## src/rtl/float2fixed_pipe.sv

```systemverilog
// float2fixed_pipe
// Streaming converter from a {sign, exponent, mantissa} float word to a
// two's-complement fixed-point word. Two register stages with valid/ready
// handshaking sustain one word per cycle. An event counter records how many
// overflowed words were delivered downstream.
//
// Ports:
//   i_clk        rising-edge clock
//   i_reset      synchronous, active-high reset
//   i_in_valid   input word valid
//   o_in_ready   converter can accept a word this cycle
//   i_float_in   {sign, exp[EXP_W-1:0], mant[MANT_W-1:0]}
//   i_sat_en     1: saturate on overflow, 0: wrap; sampled with each word
//   o_out_valid  o_fixed_out / o_ovf_out valid
//   i_out_ready  downstream accepts the output word
//   o_fixed_out  two's-complement result, OUT_W bits
//   o_ovf_out    overflow flag for the output word
//   o_ovf_count  saturating count of delivered overflowed words
//   i_cnt_clear  synchronous clear of o_ovf_count (wins over an increment)
module float2fixed_pipe #(
  parameter int EXP_W   = 5,
  parameter int MANT_W  = 10,
  parameter int OUT_W   = 44,
  parameter int ZERO_EN = 1,
  parameter int CNT_W   = 16
) (
  input  logic                  i_clk,
  input  logic                  i_reset,
  input  logic                  i_in_valid,
  output logic                  o_in_ready,
  input  logic [EXP_W+MANT_W:0] i_float_in,
  input  logic                  i_sat_en,
  output logic                  o_out_valid,
  input  logic                  i_out_ready,
  output logic [OUT_W-1:0]      o_fixed_out,
  output logic                  o_ovf_out,
  output logic [CNT_W-1:0]      o_ovf_count,
  input  logic                  i_cnt_clear
);

  // Largest magnitude is {1,mant} shifted by the largest exponent.
  localparam int MAG_W = MANT_W + (1 << EXP_W);
  // Comparison width holds both the magnitude and the limit without loss.
  localparam int CMP_W = ((MAG_W > OUT_W) ? MAG_W : OUT_W) + 1;
  localparam logic [CMP_W-1:0] LIM     = {{(CMP_W-1){1'b0}}, 1'b1} << (OUT_W - 1);
  localparam logic [OUT_W-1:0] SAT_POS = {1'b0, {(OUT_W-1){1'b1}}};
  localparam logic [OUT_W-1:0] SAT_NEG = {1'b1, {(OUT_W-1){1'b0}}};
  localparam logic [OUT_W-1:0] ONE_OUT = {{(OUT_W-1){1'b0}}, 1'b1};
  localparam logic [CNT_W-1:0] CNT_MAX = {CNT_W{1'b1}};
  localparam logic [CNT_W-1:0] CNT_ONE = {{(CNT_W-1){1'b0}}, 1'b1};

  logic              w_sign;
  logic [EXP_W-1:0]  w_exp;
  logic [MANT_W-1:0] w_mant;
  logic [MAG_W-1:0]  w_mag;
  logic [CMP_W-1:0]  w_mag_ext;
  logic              w_ovf;
  logic [OUT_W-1:0]  w_mag_trunc;
  logic [OUT_W-1:0]  w_result;
  logic              w_adv1;
  logic              w_adv2;

  logic              r_s1_valid;
  logic [OUT_W-1:0]  r_s1_mag;
  logic              r_s1_sign;
  logic              r_s1_ovf;
  logic              r_s1_sat;
  logic              r_out_valid;
  logic [OUT_W-1:0]  r_fixed;
  logic              r_ovf_out;
  logic [CNT_W-1:0]  r_cnt;

  assign w_sign = i_float_in[EXP_W+MANT_W];
  assign w_exp  = i_float_in[EXP_W+MANT_W-1:MANT_W];
  assign w_mant = i_float_in[MANT_W-1:0];

  // Stage 2 may load when it is empty or its word leaves this cycle;
  // stage 1 may load when it is empty or can hand its word to stage 2.
  assign w_adv2     = ~r_out_valid | i_out_ready;
  assign w_adv1     = ~r_s1_valid | w_adv2;
  assign o_in_ready = w_adv1 | i_reset;

  // Decode the incoming word into its full-width magnitude and overflow flag.
  always_comb begin
    if ((ZERO_EN != 0) && (w_exp == {EXP_W{1'b0}}) && (w_mant == {MANT_W{1'b0}})) begin
      w_mag = {MAG_W{1'b0}};
    end else begin
      w_mag = {{(MAG_W-MANT_W-1){1'b0}}, 1'b1, w_mant} << w_exp;
    end
    w_mag_ext = {{(CMP_W-MAG_W){1'b0}}, w_mag};
    // A negative result may reach exactly -LIM; a positive one stops at LIM-1.
    if (w_sign) begin
      w_ovf = (w_mag_ext > LIM);
    end else begin
      w_ovf = (w_mag_ext >= LIM);
    end
    // Only the low OUT_W bits are needed once overflow is known.
    w_mag_trunc = w_mag_ext[OUT_W-1:0];
  end

  // Form the output word from the stage-1 magnitude, sign and mode.
  always_comb begin
    if (r_s1_ovf && r_s1_sat) begin
      if (r_s1_sign) begin
        w_result = SAT_NEG;
      end else begin
        w_result = SAT_POS;
      end
    end else if (r_s1_sign) begin
      // Wrap and in-range negative results share the truncated negation.
      w_result = (~r_s1_mag) + ONE_OUT;
    end else begin
      w_result = r_s1_mag;
    end
  end

  // Stage 1: capture the decoded word when the stage is free to move.
  always_ff @(posedge i_clk) begin
    if (i_reset) begin
      r_s1_valid <= 1'b0;
      r_s1_mag   <= {OUT_W{1'b0}};
      r_s1_sign  <= 1'b0;
      r_s1_ovf   <= 1'b0;
      r_s1_sat   <= 1'b0;
    end else if (w_adv1) begin
      r_s1_valid <= i_in_valid;
      if (i_in_valid) begin
        r_s1_mag  <= w_mag_trunc;
        r_s1_sign <= w_sign;
        r_s1_ovf  <= w_ovf;
        r_s1_sat  <= i_sat_en;
      end
    end
  end

  // Stage 2: registered outputs, held stable while downstream stalls.
  always_ff @(posedge i_clk) begin
    if (i_reset) begin
      r_out_valid <= 1'b0;
      r_fixed     <= {OUT_W{1'b0}};
      r_ovf_out   <= 1'b0;
    end else if (w_adv2) begin
      r_out_valid <= r_s1_valid;
      if (r_s1_valid) begin
        r_fixed   <= w_result;
        r_ovf_out <= r_s1_ovf;
      end
    end
  end

  // Saturating count of overflowed words actually handed downstream.
  always_ff @(posedge i_clk) begin
    if (i_reset) begin
      r_cnt <= {CNT_W{1'b0}};
    end else if (i_cnt_clear) begin
      r_cnt <= {CNT_W{1'b0}};
    end else if (r_out_valid && i_out_ready && r_ovf_out && (r_cnt != CNT_MAX)) begin
      r_cnt <= r_cnt + CNT_ONE;
    end
  end

  assign o_out_valid = r_out_valid;
  assign o_fixed_out = r_fixed;
  assign o_ovf_out   = r_ovf_out;
  assign o_ovf_count = r_cnt;

endmodule

```

## config.mk

```make
export PLATFORM = sky130hd
export DESIGN_NAME = float2fixed_pipe
export DESIGN_NICKNAME = d
export VERILOG_FILES = /design/src/rtl/float2fixed_pipe.sv
export SDC_FILE = /design/constraint.sdc
export NUM_CORES = 1
export LEC_CHECK = 0
export ABC_AREA = 1
export ABC_CLOCK_PERIOD_IN_PS = 1520
export CORE_ASPECT_RATIO = 1.25
export CORE_MARGIN = 2
export CORE_UTILIZATION = 40
export CTS_BUF_LIST = sky130_fd_sc_hd__clkbuf_16
export DETAILED_ROUTE_END_ITERATION = 10
export GPL_ROUTABILITY_DRIVEN = 0
export MAX_ROUTING_LAYER = met4
export PLACE_DENSITY = 0.7
export SLEW_MARGIN = 10
export SYNTH_ARGS = -nofsm -noshare
export SYNTH_HDL_FRONTEND = slang
export SYNTH_SLANG_ARGS = --single-unit
export TNS_END_PERCENT = 5
```

## constraint.sdc

```tcl
create_clock -name i_clk -period 1.52 [get_ports i_clk]
set_input_delay 0.304 -clock i_clk [delete_from_list [all_inputs] [get_ports i_clk]]
set_output_delay 0.304 -clock i_clk [all_outputs]
set_load 0.005 [all_outputs]
```

# Yosys cells after proc, flatten, opt, wreduce, memory -nomap -nowiden
# Index checks and enable logic that the tools add are counted.
# word_totals
reg_bits	89
latchBits	0
ramBits	0
romBits	0
in_bits	22
elab_cells	20
n_memories	0
# classes
add_sub_neg	1
mul	0
div	0
magnitude_cmp	0
eq_ne	0
shift	1
muxes	2
n_bitwise	6
reduce_logical	5
# op_table
operator	count
$add A44 B1 Y44 const B	1
$mux W44	1
$not A42 Y44	1
$mux W42	1
$shl A11 B5 Y42	1
$logic_not A10 Y1	1
$logic_not A5 Y1	1
$reduce_and A2 Y1	2
$or A1 B1 Y1	3
$not A1 Y1	2
$logic_and A1 B1 Y1	1

# Logic depth before layout (Yosys ltp)
# Gate-level depths: netlist of run 1.
# depth
word_depth	4
depth_mapped	12
mapped_depth_nobuf	12

# Worst setup path before layout of run 1
# No wires, ideal clock.
# synth_path
kind	reg-to-reg
startpoint	register r_s1_mag[1]
endpoint	register r_fixed[16], in the netlist o_fixed_out[16]
setup_ns	0.113
arrival_ns	1.274
t_required_ns	1.407
slack_ns	0.133
stages_incl_launch_ff	11
n_path_buf	0
path_cell_list	dfxtp_1 inv_1 ha_1 nand2_2 nor2_4 nand2_2 nand2_2 nand2_1 xor2_1 o21ai_1 inv_1
# synth_between
elab_chain_cells	3
# synth_lines
item	line_no	source
start, declared	64	logic [OUT_W-1:0] r_s1_mag;
start signal, assigned	121	r_s1_mag <= {OUT_W{1'b0}};
start signal, assigned	128	r_s1_mag <= w_mag_trunc;
$not A42 Y44	111	w_result = (~r_s1_mag) + ONE_OUT;
$add A44 B1 Y44	111	
$mux W44	109	end else if (r_s1_sign) begin
end signal, assigned	140	r_fixed <= {OUT_W{1'b0}};
end signal, assigned	145	r_fixed <= w_result;
end, declared	69	logic [OUT_W-1:0] r_fixed;
# Every way passes these cells.
# A chain may end at the register's enable or synchronous reset.

# Final worst setup path of run 1
# layout_path
startpoint	register r_s1_mag[0]
endpoint	register r_fixed[34], in the netlist o_fixed_out[34]
# The elaborated chain is that of the path after synthesis.

==> impl_metrics.ini, run 1 <==
[power_and_ir_drop]
internal-power_w = 0.004289
peakVddDrop_v = 0.0004621
powerDensity_nw_per_um2 = 893.1
p_sw_w = 0.002037
p_comb_share_pct = 27.0
p_seq_share_pct = 40.7
p_leak_nw = 3.389
swShare_pct = 32.21
clkPwrFrac_pct = 32.2

[setup_path]
cp-start-kind = register
crit_type = reg2reg
worstPathArrival_ns = 1.76
reg2reg_to = o_fixed_out[34]
critPathCaptureType = register
cp_max_fo = 5
r2r_start = r_s1_mag[0]
reg2regPathDepth = 11
critPathRequiredTime_ns = 1.76
r2r_slack_ns = 0.0006

[detailed_routing]
detail-route-antenna-nets = 0
drc = 0
drt_iter0_markers = 499
wl_per_cell_um = 13.42
via_per_inst = 5.044
vias = 5785
drt-total-wl_um = 15390
first_pass_iters = 6

[sta]
setup_ws_ns = 0.0005561
fin_crit_ns = 1.519
setup_viol = 0
relSlewSlack_pct = 56.53
finalClockSkew_ns = 0.007611
fin_crit_sh_pct = 99.96
max_slew.worst_pin.slew_ns = 0.6520
hold_viol_final = 0
slew_violations = 0
rsz0062_at_grt = true
fmax_mhz = 658.1

[hold_path]
min-delay-start = o_fixed_out[43]
worstHoldEndpoint = o_fixed_out[43]
worstHoldPathCells = 2
hold_path.class = reg2reg

[layout]
layout-drive-gt1-share_pct = 17.11
area_delta_synth_final_pct = 29.63
nets = 994
n_antenna_cell = 0
utilization_pct = 53.30
nFillCells = 1314

[yosys]
synth_edf_count = 0
synthCells = 874
ys.flop_type = dfxtp_1
ys_warn_count = 0
ys_seq_area_share_pct = 32.61
syn_area_um2 = 5464
ys_top_cells_by_area = dfxtp_1, nand2_1, nand3_1, nor2_1, a21oi_1
avgSynthCellArea_um2 = 6.252
ys_top_cells_by_count = nand2_1, nor2_1, nand3_1
ys_ff_latch = 89
async_flop_share_pct = 0
synth.top_cell.area_share_pct = 32.61
yosysTopAreaCell = dfxtp_1
synth.most_common_cell = nand2_1
synth_cell_types = 38

[global_routing]
grt.total_usage_pct = 21.98
first_global_vias = 5210
antenna_found_initial = 0
grt_overflow_total = 0
grt_max_degree = 65
grt_pass1_wl_um = 25010

[cts]
clockBufferDepth = 2
path_clk_slew_ns = 0.06
hold_buffers = 0
cts.sinks = 89
cts_root_buf = clkbuf_16
cts_made_buffers = 9
insertion_delay_ns = 0.34
cts_htree_levels = 3
cts_tree = built

[placed_design]
portBuffers = 65
dp_hpwl_um = 11520
place_ws_ns = -0.4248

[flow_run]
maxCapViolations = 0

[floorplanning]
fp.dieW_um = 108.5
boundaryPins = 85
die_h_um = 134.7
rows = 47
dieArea_um2 = 14620
core-area_um2 = 13290
start_util_pct = 41.11

[status]
status = finished, final reports clean
-- how the worst max path moves through the flow --
stage               slack (ns)            from              end  depth (start not counted)
global placement         -0.43  i_float_in[10]     r_s1_mag[17]                         10
finish                  0.0006     r_s1_mag[0]  o_fixed_out[34]                         11
floorplan                 0.13     r_s1_mag[1]  o_fixed_out[16]                         10
CTS                      -0.06     o_out_valid      o_out_valid                          2
detailed placement       -0.42  i_float_in[11]     r_s1_mag[28]                          7
global route             -0.12    r_s1_mag[15]  o_fixed_out[41]                         10
-- cell families after synthesis --
group | synth area share [%]
AND/OR/NAND/NOR | 39.29
AO/OA/AOI/OAI | 13.97
buffers and inverters | 11.27
flip-flops | 32.61
XOR/XNOR | 2.565
adder cells (fa/ha/maj) | 0.2290
other | 0.06863
-- layout make-up --
cell class	instances	area, µm²	share of cell area (%)
clock inverters	7	47.55	0.6713
inverters	71	271.5	3.833
multi-input cells	671	3313	46.78
flip-flops and latches	89	1794	25.33
well taps	171	214.0	3.021
repair buffers	129	1217	17.19
clock buffers	9	225.2	3.180
-- state kept, by name (all words and copies together) (netlist names) --
signal       count
o_fixed_out     44
r_s1_valid       1
r_s1_mag        42
o_out_valid      1
r_s1_sign        1
-- cells in the final DEF (no fill, tap or decap), drive strengths merged --
cell type      synthesis  layout
a21boi                 2       2
inv                   71      74
nor2                 138     138
nand4                 13      13
a31oi                  1       1
o21bai                 1       1
o21ai                 55      55
xor2                  12      12
clkbuf                16       9
or2                    1       1
clkdlybuf4s50          0      51
clkinvlp               0       3
dlymetal6s2s           0      10
nand2                235     236
buf                   44      65
dfxtp                 89      89
o211ai                 6       6
o21a                   2       2
a21oi                 66      66
nand3                103     103
dlygate4sd2            0       3
xnor2                  4       4
conb                   1      17
nor3                   6       6
ha                     1       1
a21o                   2       2
clkinv                 0       1
a22oi                  5       5
-- stage by stage --
stage	cells	total power, W	hold slack (ns)	cell area (µm²)	TNS, ns
global placement	1129	0.004205	0.4708	6570	-21.06
CTS	1145	0.006268	0.4811	6883	-0.1257
floorplan	890	0.003645	0.4576	5524	0
finish	1147	0.006326	0.4702	7083	0
global route	1147	0.006692	0.4880	7083	-2.507
detailed placement	1129	0.004220	0.4716	6570	-22.45
-- timing repair --
| action | CTS | global route |
|---|---|---|
| gates cloned | 0 | 1 |
| endpoints found under the hold margin | 0 | 0 |
| setup endpoints to repair | 53 | 87 |
| resized for setup | 20 | 72 |
| pin swaps | 4 | 15 |
| setup buffers | 0 | 1 |
-- worst max-delay path, stage by stage (launching register included) --
cell and delay (ns):
dfxtp_2 0.34, inv_2 0.07, ha_4 0.14, nand2_4 0.06
nor2_4 0.22, nand2_2 0.10, nand2_4 0.10, nand3_2 0.12
nand2_1 0.08, nand2_1 0.04, o21ai_1 0.10, inv_1 0.05
-- routing by layer --
layer	track usage, %	part of all wire, %	up-vias
li1	-	-	2991
met1	28.37	44	2542
met2	34.13	47	212
met3	3.571	5.3	40
met4	8.974	3.5	0
met5	-	0	-
-- power by group through the flow --
stage / Combinational [W] / Clock (W) / Sequential, W
floorplan: 0.00104 / 0 / 0.00260
global placement: 0.00159 / 0 / 0.00262
detailed placement: 0.00160 / 0 / 0.00262
CTS: 0.00162 / 0.00208 / 0.00257
global route: 0.00191 / 0.00219 / 0.00259
finish: 0.00171 / 0.00204 / 0.00258
Note: power is estimated with default switching activity, not from simulation.
==> inputs of run 2 (changes only) <==
Settings changed: CORE_ASPECT_RATIO 1.25 to 0.5.
==> impl_metrics.ini, run 2 (synthesized netlist as in run 1, its figures left out) <==
[detailed_routing]
first_pass_iters = 6
detail-route-antenna-nets = 0
drt-total-wl_um = 16280
wl_per_cell_um = 14.26
drt_iter0_markers = 734
vias = 5894
via_per_inst = 5.161
drc = 0

[floorplanning]
fp.dieW_um = 169.3
boundaryPins = 85
dieArea_um2 = 14670
die_h_um = 86.65
core-area_um2 = 13440
start_util_pct = 40.66
rows = 30

[cts]
cts.sinks = 89
cts_htree_levels = 3
hold_buffers = 0
cts_made_buffers = 9
clockBufferDepth = 2
cts_tree = built
path_clk_slew_ns = 0.07
cts_root_buf = clkbuf_16
insertion_delay_ns = 0.35

[global_routing]
first_global_vias = 5284
grt_max_degree = 65
antenna_found_initial = 0
grt.total_usage_pct = 23.34
grt_overflow_total = 0
grt_pass1_wl_um = 26550

[power_and_ir_drop]
peakVddDrop_v = 0.0005932
p_leak_nw = 3.432
powerDensity_nw_per_um2 = 891.9

[layout]
nets = 984
layout-drive-gt1-share_pct = 18.43
largest_reg_flops = 44
final_common_cell = nand2_1
instances_no_fill = 1142
area_delta_synth_final_pct = 30.18
n_antenna_cell = 0
final_cell_mix = nand2_1, nor2_1, nand3_1
nFillCells = 1318

[setup_path]
cp-start-kind = register
crit_type = reg2reg
worstPathArrival_ns = 1.78
crit_start = r_s1_mag[1]
cp_max_fo = 5
r2r_start = r_s1_mag[1]
critPathCaptureType = register
critPathRequiredTime_ns = 1.76

[placed_design]
dp_cells = 1120
dp_hpwl_um = 12350
portBuffers = 65

[sta]
fin_crit_sh_pct = 100.9
fmax_mhz = 651.8
fin_crit_ns = 1.534
setup_viol = 3
finalClockSkew_ns = 0.008629
max_slew.worst_pin.slew_ns = 0.6831
slew_violations = 0
relSlewSlack_pct = 54.46
setup_ws_ns = -0.01432
hold_viol_final = 0
holdWs_ns = 0.4074
rsz0062_at_grt = true

[hold_path]
hold_path.class = in2reg
min-delay-start = i_reset

[flow_run]
maxCapViolations = 0

[status]
status = finished, violations left
violations = negative setup slack
[run 2: cell count changes in the layout (fill, tap and decap cells not counted), moves of 3 or more]
cell | before | now
dfxtp_1 | 79 | 63
dfxtp_2 | 10 | 24
buf_4 | 58 | 47
nand3_2 | 11 | 5
nor2_1 | 112 | 107
dlymetal6s2s_1 | 10 | 14
nand3_1 | 91 | 95
nor2_4 | 4 | 8
clkdlybuf4s50_1 | 51 | 48
[run 2: critical path, stage by stage, from the launching register on]
cell and delay [ns]:
dfxtp_2 0.32, inv_2 0.08, ha_4 0.15, nand2_4 0.06, nor2_4 0.20, nand2_2 0.11
o21bai_1 0.15, nand2_1 0.09, nand2_1 0.08, nand3_1 0.08, nand2_1 0.07, inv_1 0.04
[run 2: final cells by class]
class	count	area (µm²)	share of cell area, %
clock buffers	9	225.2	3.166
clock inverters	7	47.55	0.6684
inverters	71	271.5	3.817
multi-input cells	671	3362	47.26
flip-flops and latches	89	1819	25.58
well taps	176	220.2	3.096
repair buffers	119	1167	16.41
[run 2: worst paths after layout]
| kind | to | slack, ns | cells after the start |
|---|---|---|---|
| setup / recovery | o_fixed_out[26] | -0.01 | 11 |
| setup reg to reg | o_fixed_out[26] | -0.01 | 11 |
| hold / removal | o_fixed_out[2] | 0.41 | 5 |
| hold reg to reg | o_fixed_out[43] | 0.47 | 2 |
[run 2: through the flow]
stage	area, µm²	TNS (ns)	setup WS [ns]	util (%)	power, W
5_1_grt	7113	-2.782	-0.1142	52.93	0.006709
3_5_place_dp	6471	-22.98	-0.4684	48.16	0.004198
3_3_place_gp	6471	-21.37	-0.4391	48.16	0.004179
6_report	7113	-0.02615	-0.01432	52.93	0.006344
4_1_cts	6802	-0.1006	-0.02858	50.61	0.006248
2_1_floorplan	5524	0	0.1331	-	0.003645
[run 2: report_power, final]
part,total (W),internal [W],switching [W]
registers,0.00260,0.00247,0.000132
logic,0.00172,0.000713,0.00101
clock network,0.00202,0.00111,0.000916
total,0.00634,0.00429,0.00206
[run 2: what timing repair did]
action                     in CTS  in global routing
buffers inserted                1                  3
setup endpoints to repair      46                 92
gates resized for setup        25                 95
cloned                          0                  2
pin swaps                       3                 17
[run 2: metal layers]
| layer | up-vias | wire length, µm | GRT usage [%] | part of all wire, % |
|---|---|---|---|---|
| li1 | 2972 | - | - | - |
| met1 | 2635 | 8091 | 33.42 | 50 |
| met2 | 263 | 6522 | 33.25 | 40 |
| met3 | 24 | 1394 | 4.658 | 8.6 |
| met4 | 0 | 271 | 6.371 | 1.7 |
| met5 | - | 0 | - | 0 |
